===== config.mk =====
export PLATFORM = sky130hd
export DESIGN_NAME = exec_alu_flat
export DESIGN_NICKNAME = d
export VERILOG_FILES = /design/src/rtl/exec_alu_if.sv /design/src/rtl/exec_alu.sv /design/src/flat_wrapper.sv
export SDC_FILE = /design/constraint.sdc
export NUM_CORES = 1
export LEC_CHECK = 0
export ABC_AREA = 1
export BUFFER_PORTS_ARGS = -buffer_cell sky130_fd_sc_hd__buf_2
export CAP_MARGIN = 20
export CORE_ASPECT_RATIO = 1.75
export CORE_MARGIN = 1
export CORE_UTILIZATION = 45
export CTS_CLUSTER_DIAMETER = 200
export DETAILED_ROUTE_END_ITERATION = 16
export PLACE_DENSITY = 0.67
export SLEW_MARGIN = 40
export SYNTH_ARGS = -nofsm -noshare
export SYNTH_HDL_FRONTEND = slang
export SYNTH_SLANG_ARGS = --single-unit

===== constraint.sdc =====
create_clock -name clk -period 11.21 [get_ports clk]
set_input_delay 2.242 -clock clk [delete_from_list [all_inputs] [get_ports clk]]
set_output_delay 2.242 -clock clk [all_outputs]
set_load 0.005 [all_outputs]

===== src/rtl/exec_alu_if.sv =====
// Handshake/data bundle between the issue logic, the execute ALU and the downstream stage.
interface exec_alu_if #(
  parameter int WIDTH = 32
);
  logic             in_valid;
  logic [4:0]       aluop;
  logic [WIDTH-1:0] op_a;
  logic [WIDTH-1:0] op_b;
  logic             stall_in;
  logic             flush;
  logic             busy;
  logic             out_valid;
  logic [WIDTH-1:0] result;
  logic             zero;

  modport master (
    output in_valid, aluop, op_a, op_b, stall_in, flush,
    input  busy, out_valid, result, zero
  );

  modport slave (
    input  in_valid, aluop, op_a, op_b, stall_in, flush,
    output busy, out_valid, result, zero
  );
endinterface


===== src/rtl/exec_alu.sv =====
// Execute-stage ALU: single-cycle ADD/SUB/MOV/JUMP, iterative shift-add MUL,
// registered result and zero flag held under downstream stall.
module exec_alu #(
  parameter int WIDTH   = 32,
  parameter int MUL_BPC = 4
) (
  input logic        clk,
  input logic        reset,
  exec_alu_if.slave  bus
);

  localparam int N     = WIDTH / MUL_BPC;
  localparam int CNT_W = $clog2(N + 1);

  localparam logic [0:0] ST_IDLE = 1'b0;
  localparam logic [0:0] ST_MUL  = 1'b1;

  localparam logic [4:0] ALUOP_ADD  = 5'd0;
  localparam logic [4:0] ALUOP_SUB  = 5'd1;
  localparam logic [4:0] ALUOP_MOV  = 5'd2;
  localparam logic [4:0] ALUOP_JUMP = 5'd3;
  localparam logic [4:0] ALUOP_MUL  = 5'd4;

  logic [0:0]       state_q,    state_d;
  logic [CNT_W-1:0] cnt_q,      cnt_d;
  logic [WIDTH-1:0] acc_q,      acc_d;
  logic [WIDTH-1:0] mcand_q,    mcand_d;
  logic [WIDTH-1:0] mplier_q,   mplier_d;
  logic [WIDTH-1:0] result_q,   result_d;
  logic             zero_q,     zero_d;
  logic             outValid_q, outValid_d;

  logic             busy;
  logic             accept;
  logic             consume;
  logic [WIDTH-1:0] singleResult;
  logic [WIDTH-1:0] partial;
  logic [WIDTH-1:0] accSum;

  assign busy    = (state_q == ST_MUL) | (outValid_q & bus.stall_in);
  assign accept  = bus.in_valid & ~busy & ~bus.flush;
  assign consume = outValid_q & ~bus.stall_in;

  assign bus.busy      = busy;
  assign bus.out_valid = outValid_q;
  assign bus.result    = result_q;
  assign bus.zero      = zero_q;

  // One radix-2^MUL_BPC digit of the multiplier per iteration; only the low WIDTH bits matter.
  assign partial = mcand_q * {{(WIDTH-MUL_BPC){1'b0}}, mplier_q[MUL_BPC-1:0]};
  assign accSum  = acc_q + partial;

  always_comb begin
    singleResult = '0;
    case (bus.aluop)
      ALUOP_ADD:  singleResult = bus.op_a + bus.op_b;
      ALUOP_SUB:  singleResult = bus.op_a - bus.op_b;
      ALUOP_MOV:  singleResult = bus.op_b;
      ALUOP_JUMP: singleResult = bus.op_a;
      default:    singleResult = '0;
    endcase
  end

  // Flush wins over a running MUL and over any same-cycle issue; result/zero are left as they were.
  always_comb begin
    state_d    = state_q;
    cnt_d      = cnt_q;
    acc_d      = acc_q;
    mcand_d    = mcand_q;
    mplier_d   = mplier_q;
    result_d   = result_q;
    zero_d     = zero_q;
    outValid_d = outValid_q;

    if (bus.flush) begin
      state_d    = ST_IDLE;
      outValid_d = 1'b0;
    end else if (state_q == ST_MUL) begin
      acc_d    = accSum;
      mcand_d  = mcand_q << MUL_BPC;
      mplier_d = mplier_q >> MUL_BPC;
      cnt_d    = cnt_q - CNT_W'(1);
      if (cnt_q == CNT_W'(1)) begin
        result_d   = accSum;
        zero_d     = (accSum == '0);
        outValid_d = 1'b1;
        state_d    = ST_IDLE;
      end
    end else if (accept) begin
      if (bus.aluop == ALUOP_MUL) begin
        state_d    = ST_MUL;
        cnt_d      = CNT_W'(N);
        acc_d      = '0;
        mcand_d    = bus.op_a;
        mplier_d   = bus.op_b;
        outValid_d = 1'b0;
      end else begin
        result_d   = singleResult;
        zero_d     = (singleResult == '0);
        outValid_d = 1'b1;
      end
    end else if (consume) begin
      outValid_d = 1'b0;
    end
  end

  always_ff @(posedge clk) begin
    if (reset) begin
      state_q    <= ST_IDLE;
      cnt_q      <= '0;
      acc_q      <= '0;
      mcand_q    <= '0;
      mplier_q   <= '0;
      result_q   <= '0;
      zero_q     <= 1'b0;
      outValid_q <= 1'b0;
    end else begin
      state_q    <= state_d;
      cnt_q      <= cnt_d;
      acc_q      <= acc_d;
      mcand_q    <= mcand_d;
      mplier_q   <= mplier_d;
      result_q   <= result_d;
      zero_q     <= zero_d;
      outValid_q <= outValid_d;
    end
  end

endmodule


===== src/flat_wrapper.sv =====
// flat-port wrapper written by rule: the top's interface ports become plain ports
module exec_alu_flat 
#(
  parameter int WIDTH   = 32,
  parameter int MUL_BPC = 4
)
  (clk, reset, bus_in_valid, bus_aluop, bus_op_a, bus_op_b, bus_stall_in, bus_flush, bus_busy, bus_out_valid, bus_result, bus_zero);
  exec_alu_if #(.WIDTH(WIDTH)) bus_i ();
  input logic clk;
  input logic reset;
  input wire logic [$bits(bus_i.in_valid)-1:0] bus_in_valid;
  input wire logic [$bits(bus_i.aluop)-1:0] bus_aluop;
  input wire logic [$bits(bus_i.op_a)-1:0] bus_op_a;
  input wire logic [$bits(bus_i.op_b)-1:0] bus_op_b;
  input wire logic [$bits(bus_i.stall_in)-1:0] bus_stall_in;
  input wire logic [$bits(bus_i.flush)-1:0] bus_flush;
  output wire logic [$bits(bus_i.busy)-1:0] bus_busy;
  output wire logic [$bits(bus_i.out_valid)-1:0] bus_out_valid;
  output wire logic [$bits(bus_i.result)-1:0] bus_result;
  output wire logic [$bits(bus_i.zero)-1:0] bus_zero;
  assign bus_i.in_valid = bus_in_valid;
  assign bus_i.aluop = bus_aluop;
  assign bus_i.op_a = bus_op_a;
  assign bus_i.op_b = bus_op_b;
  assign bus_i.stall_in = bus_stall_in;
  assign bus_i.flush = bus_flush;
  assign bus_busy = bus_i.busy;
  assign bus_out_valid = bus_i.out_valid;
  assign bus_result = bus_i.result;
  assign bus_zero = bus_i.zero;
  exec_alu #(.WIDTH(WIDTH), .MUL_BPC(MUL_BPC)) u_core (.clk(clk), .reset(reset), .bus(bus_i));
endmodule

==> metrics.md <==
| Metric | Value |
|---|---|
| Critical Path Sink Type | `flop` |
| Initial antenna violation count | `0` |
| Share of cells above drive strength 1 | `7.97%` |
| Setup Skew | `12.7 ps` |
| Dominant synthesized flop cell | `dfxtp_1` |
| Status | `finished, final reports clean` |
| First-pass GRT wire length | `82.8 mm` |
| Period minus WS final | `6680 ps` |
| Seq cells post-synth | `135` |
| GRT overflow | `0` |
| Register area share after synthesis | `17.8%` |
| Clock sinks | `135` |
| CP arrival | `7080 ps` |
| Hold-fix buffers at CTS | `0` |
| Post-synthesis net count | `2776` |
| Row count | `88` |
| Clock Tree Buf Depth | `2` |
| Placed cell areas | `0.0161 sq mm` |
| Commonest non-fill, non-tap cell in the layout | `nand2_1` |
| Syn Area/Cell | `5.98 sq um` |
| Largest net degree at the start of global routing | `102` |
| Post-DR wirelength/cell | `17.3 um` |
| CP cell instances | `buf_2, nor2_2, nand2_2, nor2_1, buf_4, clkinv_1, a21oi_1, o21ai_0, xor2_1, ha_1, inv_1, nor3_1, nand2_1, nand3_1, a21oi_1, nand2_1, nand2_1, nand3_1, nand4_1, nor2_1, nand3_1, nand3_1, nand2_1, inv_1` |
| Reg2reg end | `u_core.bus.zero$_SDFFE_PP0P_` |
| Most used routing layer | `met2` |
| Clock-pin slew on the worst setup and hold paths | `60 ps` |
| Slew headroom | `47.4%` |
| Fin crit share | `59.6%` |
| Routing usage on met2 | `58.5%` |
| TritonCTS Buffers | `17` |
| Synth Warn # | `0` |
| Peak Freq | `0.150 GHz` |
| Die area | `0.0346 sq mm` |
| RSZ-0062 raised after global routing | `no` |
| Min-delay src | `u_core.mplier_q[31]$_SDFFE_PP0P_` |
| Die Y | `245 um` |
| Vias in the first global route | `15760` |
| Post-CTS sizing | `0` |
| DR pass1 iterations | `6` |
| Hold Slack | `470 ps` |
| Leak | `9.64 nW` |
| EDFF count, synth | `0` |
| Clk root buf | `clkbuf_16` |
| PortBufs | `108` |
| Clk_lat worst skew | `450 ps` |
| CP required | `11600 ps` |
| CTS H-tree depth | `4` |
| Most frequent cells in the layout | `785 x nand2_1, 595 x inv_1, 134 x o21ai_0, 132 x dfxtp_1, 128 x nor2_1` |
| Final Hold Vio Count | `0` |
| CP Launch Type | `input port` |
| Via/cell ratio | `5.14` |
| Worst R2R Start | `u_core.mplier_q[2]$_SDFFE_PP0P_` |
| Slowest cell on crit path | `clkinv_1` |
| Finished Core Util | `50.4%` |
| Least-Margin Pin Slew | `784 ps` |
| Clock tree from TritonCTS | `yes` |
| N_diodes | `0` |
| Distinct cell type count after synthesis | `42` |
| DR iter-0 viols | `948` |
| Setup TNS | `0 ps` |
| Yosys top cell area share | `19.4%` |
| Slew Viols, Final | `0` |
| Met3 usage | `2.15%` |
| Critical path type | `in2reg` |
| Initial Util | `45.9%` |
| # setup viols final | `0` |
| Postcts setup bufs | `0` |
| Tot Pwr | `1.39 mW` |
| CP max FO | `21` |
| HP Class | `reg2reg` |
| Synth-to-Final Area Change | `9.71%` |
| DRC | `0` |
| Hold Path Cell Cnt | `2` |
| Synth area leader | `nand2_1` |
| Core ar. | `0.0331 sq mm` |
| Post-synth ARST share | `0%` |
| Total Wirelength | `53.0 mm` |
| Gr usage total | `31.3%` |
| Slowest stage delay, CP | `660 ps` |
| Detailed-route via count | `15740` |
| Worst hold endpoint | `u_core.mplier_q[31]$_SDFFE_PP0P_` |
| Area contributors post-synth | `nand2_1 19%, dfxtp_1 18%, inv_1 15%` |
| Pwr dens | `83.2 mW/mm^2` |
| Antenna Nets Post-Route | `0` |
| Cell area after layout | `0.0167 sq mm` |
| Syn Inst Count | `2546` |
| GRT met1 Usage | `33.9%` |
| VDD IR max | `0.0875 mV` |
| Max-cap violations | `0` |
| Hpwl dp | `43.1 mm` |
| Io pins | `109` |
| Register-to-Register Setup Slack | `6210 ps` |
| Nets@finish | `2828` |
| R2R cell count | `25` |
| Mapped cell area | `0.0152 sq mm` |
| GP Congestion | `0.993` |
| Overall die width | `141 um` |
==> worst max path at each step <==
| stage | slack, ps | depth (start not counted) | startpoint | to |
|---|---|---|---|---|
| after floorplan | 6040 | 26 | bus_op_b[1] | u_core.bus.zero$_SDFFE_PP0P_ |
| after global placement | 4460 | 24 | bus_aluop[3] | u_core.bus.zero$_SDFFE_PP0P_ |
| after detailed placement | 4440 | 24 | bus_aluop[3] | u_core.bus.zero$_SDFFE_PP0P_ |
| after CTS | 4880 | 24 | bus_aluop[3] | u_core.bus.zero$_SDFFE_PP0P_ |
| after global routing | 4110 | 24 | bus_aluop[3] | u_core.bus.zero$_SDFFE_PP0P_ |
| final | 4530 | 24 | bus_aluop[3] | u_core.bus.zero$_SDFFE_PP0P_ |
==> sequential cells by signal, summed over array words and instances (netlist names) <==
signal and cells:
u_core.acc_q 32, u_core.bus.out_valid 1, u_core.bus.result 32, u_core.bus.zero 1, u_core.cnt_q 4, u_core.mcand_q 32, u_core.mplier_q 32, u_core.state_q 1
==> metal layers <==
layer  share of wire (%)  wire [um]  vias up
li1                    -          -     7931
met5                   0          0        -
met4                 6.4       3400        0
met2                  51      27300      395
met1                  39      20600     7293
met3                 3.3       1760      121
==> cells by family after synthesis <==
kind of cell               count (synthesis)  share of synthesized area (%)
and+or+nand+nor                         1139                           31.3
DFF                                      135                           17.8
adders and majority gates                156                           17.1
xor gates and xnor gates                  44                           2.53
buffers and inverters                    695                           17.4
AOI/OAI and AO/OA                        377                           13.9
==> layout make-up <==
type	count	area, sq um
Fill cell	3622	16400
Tap cell	450	563
Sequential cell	135	2710
Inverter	608	2290
Timing Repair Buffer	120	634
Clock inverter	14	189
Clock buffer	18	439
Multi-Input combinational cell	1716	9870
==> synthesized netlist by cell type (all sizes together), types with 29 or more instances <==
| library cell | count |
|---|---|
| nand2 | 796 |
| inv | 606 |
| o21ai | 140 |
| nor2 | 139 |
| dfxtp | 135 |
| nand3 | 122 |
| a21oi | 102 |
| fa | 87 |
| a31oi | 80 |
| ha | 69 |
| clkbuf | 58 |
| nand4 | 42 |
| xor2 | 35 |
| buf | 29 |
==> through the flow <==
stage          cells  setup slack [ps]
6_report        3061              4530
5_1_grt         3061              4110
4_1_cts         3061              4880
3_5_place_dp    3029              4440
3_3_place_gp    3029              4460
2_1_floorplan   2546              6040
==> critical path: cells and delay by family <==
kind | cells | cell delay [ps]
AOI/OAI and AO/OA | 3 | 860
xor gates and xnor gates | 1 | 180
adders and majority gates | 1 | 380
buffers and inverters | 5 | 1150
and+or+nand+nor | 14 | 2230
==> power by group <==
part           total, mW  switching [mW]  internal [mW]  leakage (nW)
combinational      0.276           0.187         0.0893          8.24
clock              0.615           0.252          0.362         0.308
sequential         0.497         0.00848          0.489          1.09
Note: power is estimated with default switching activity, not from simulation.
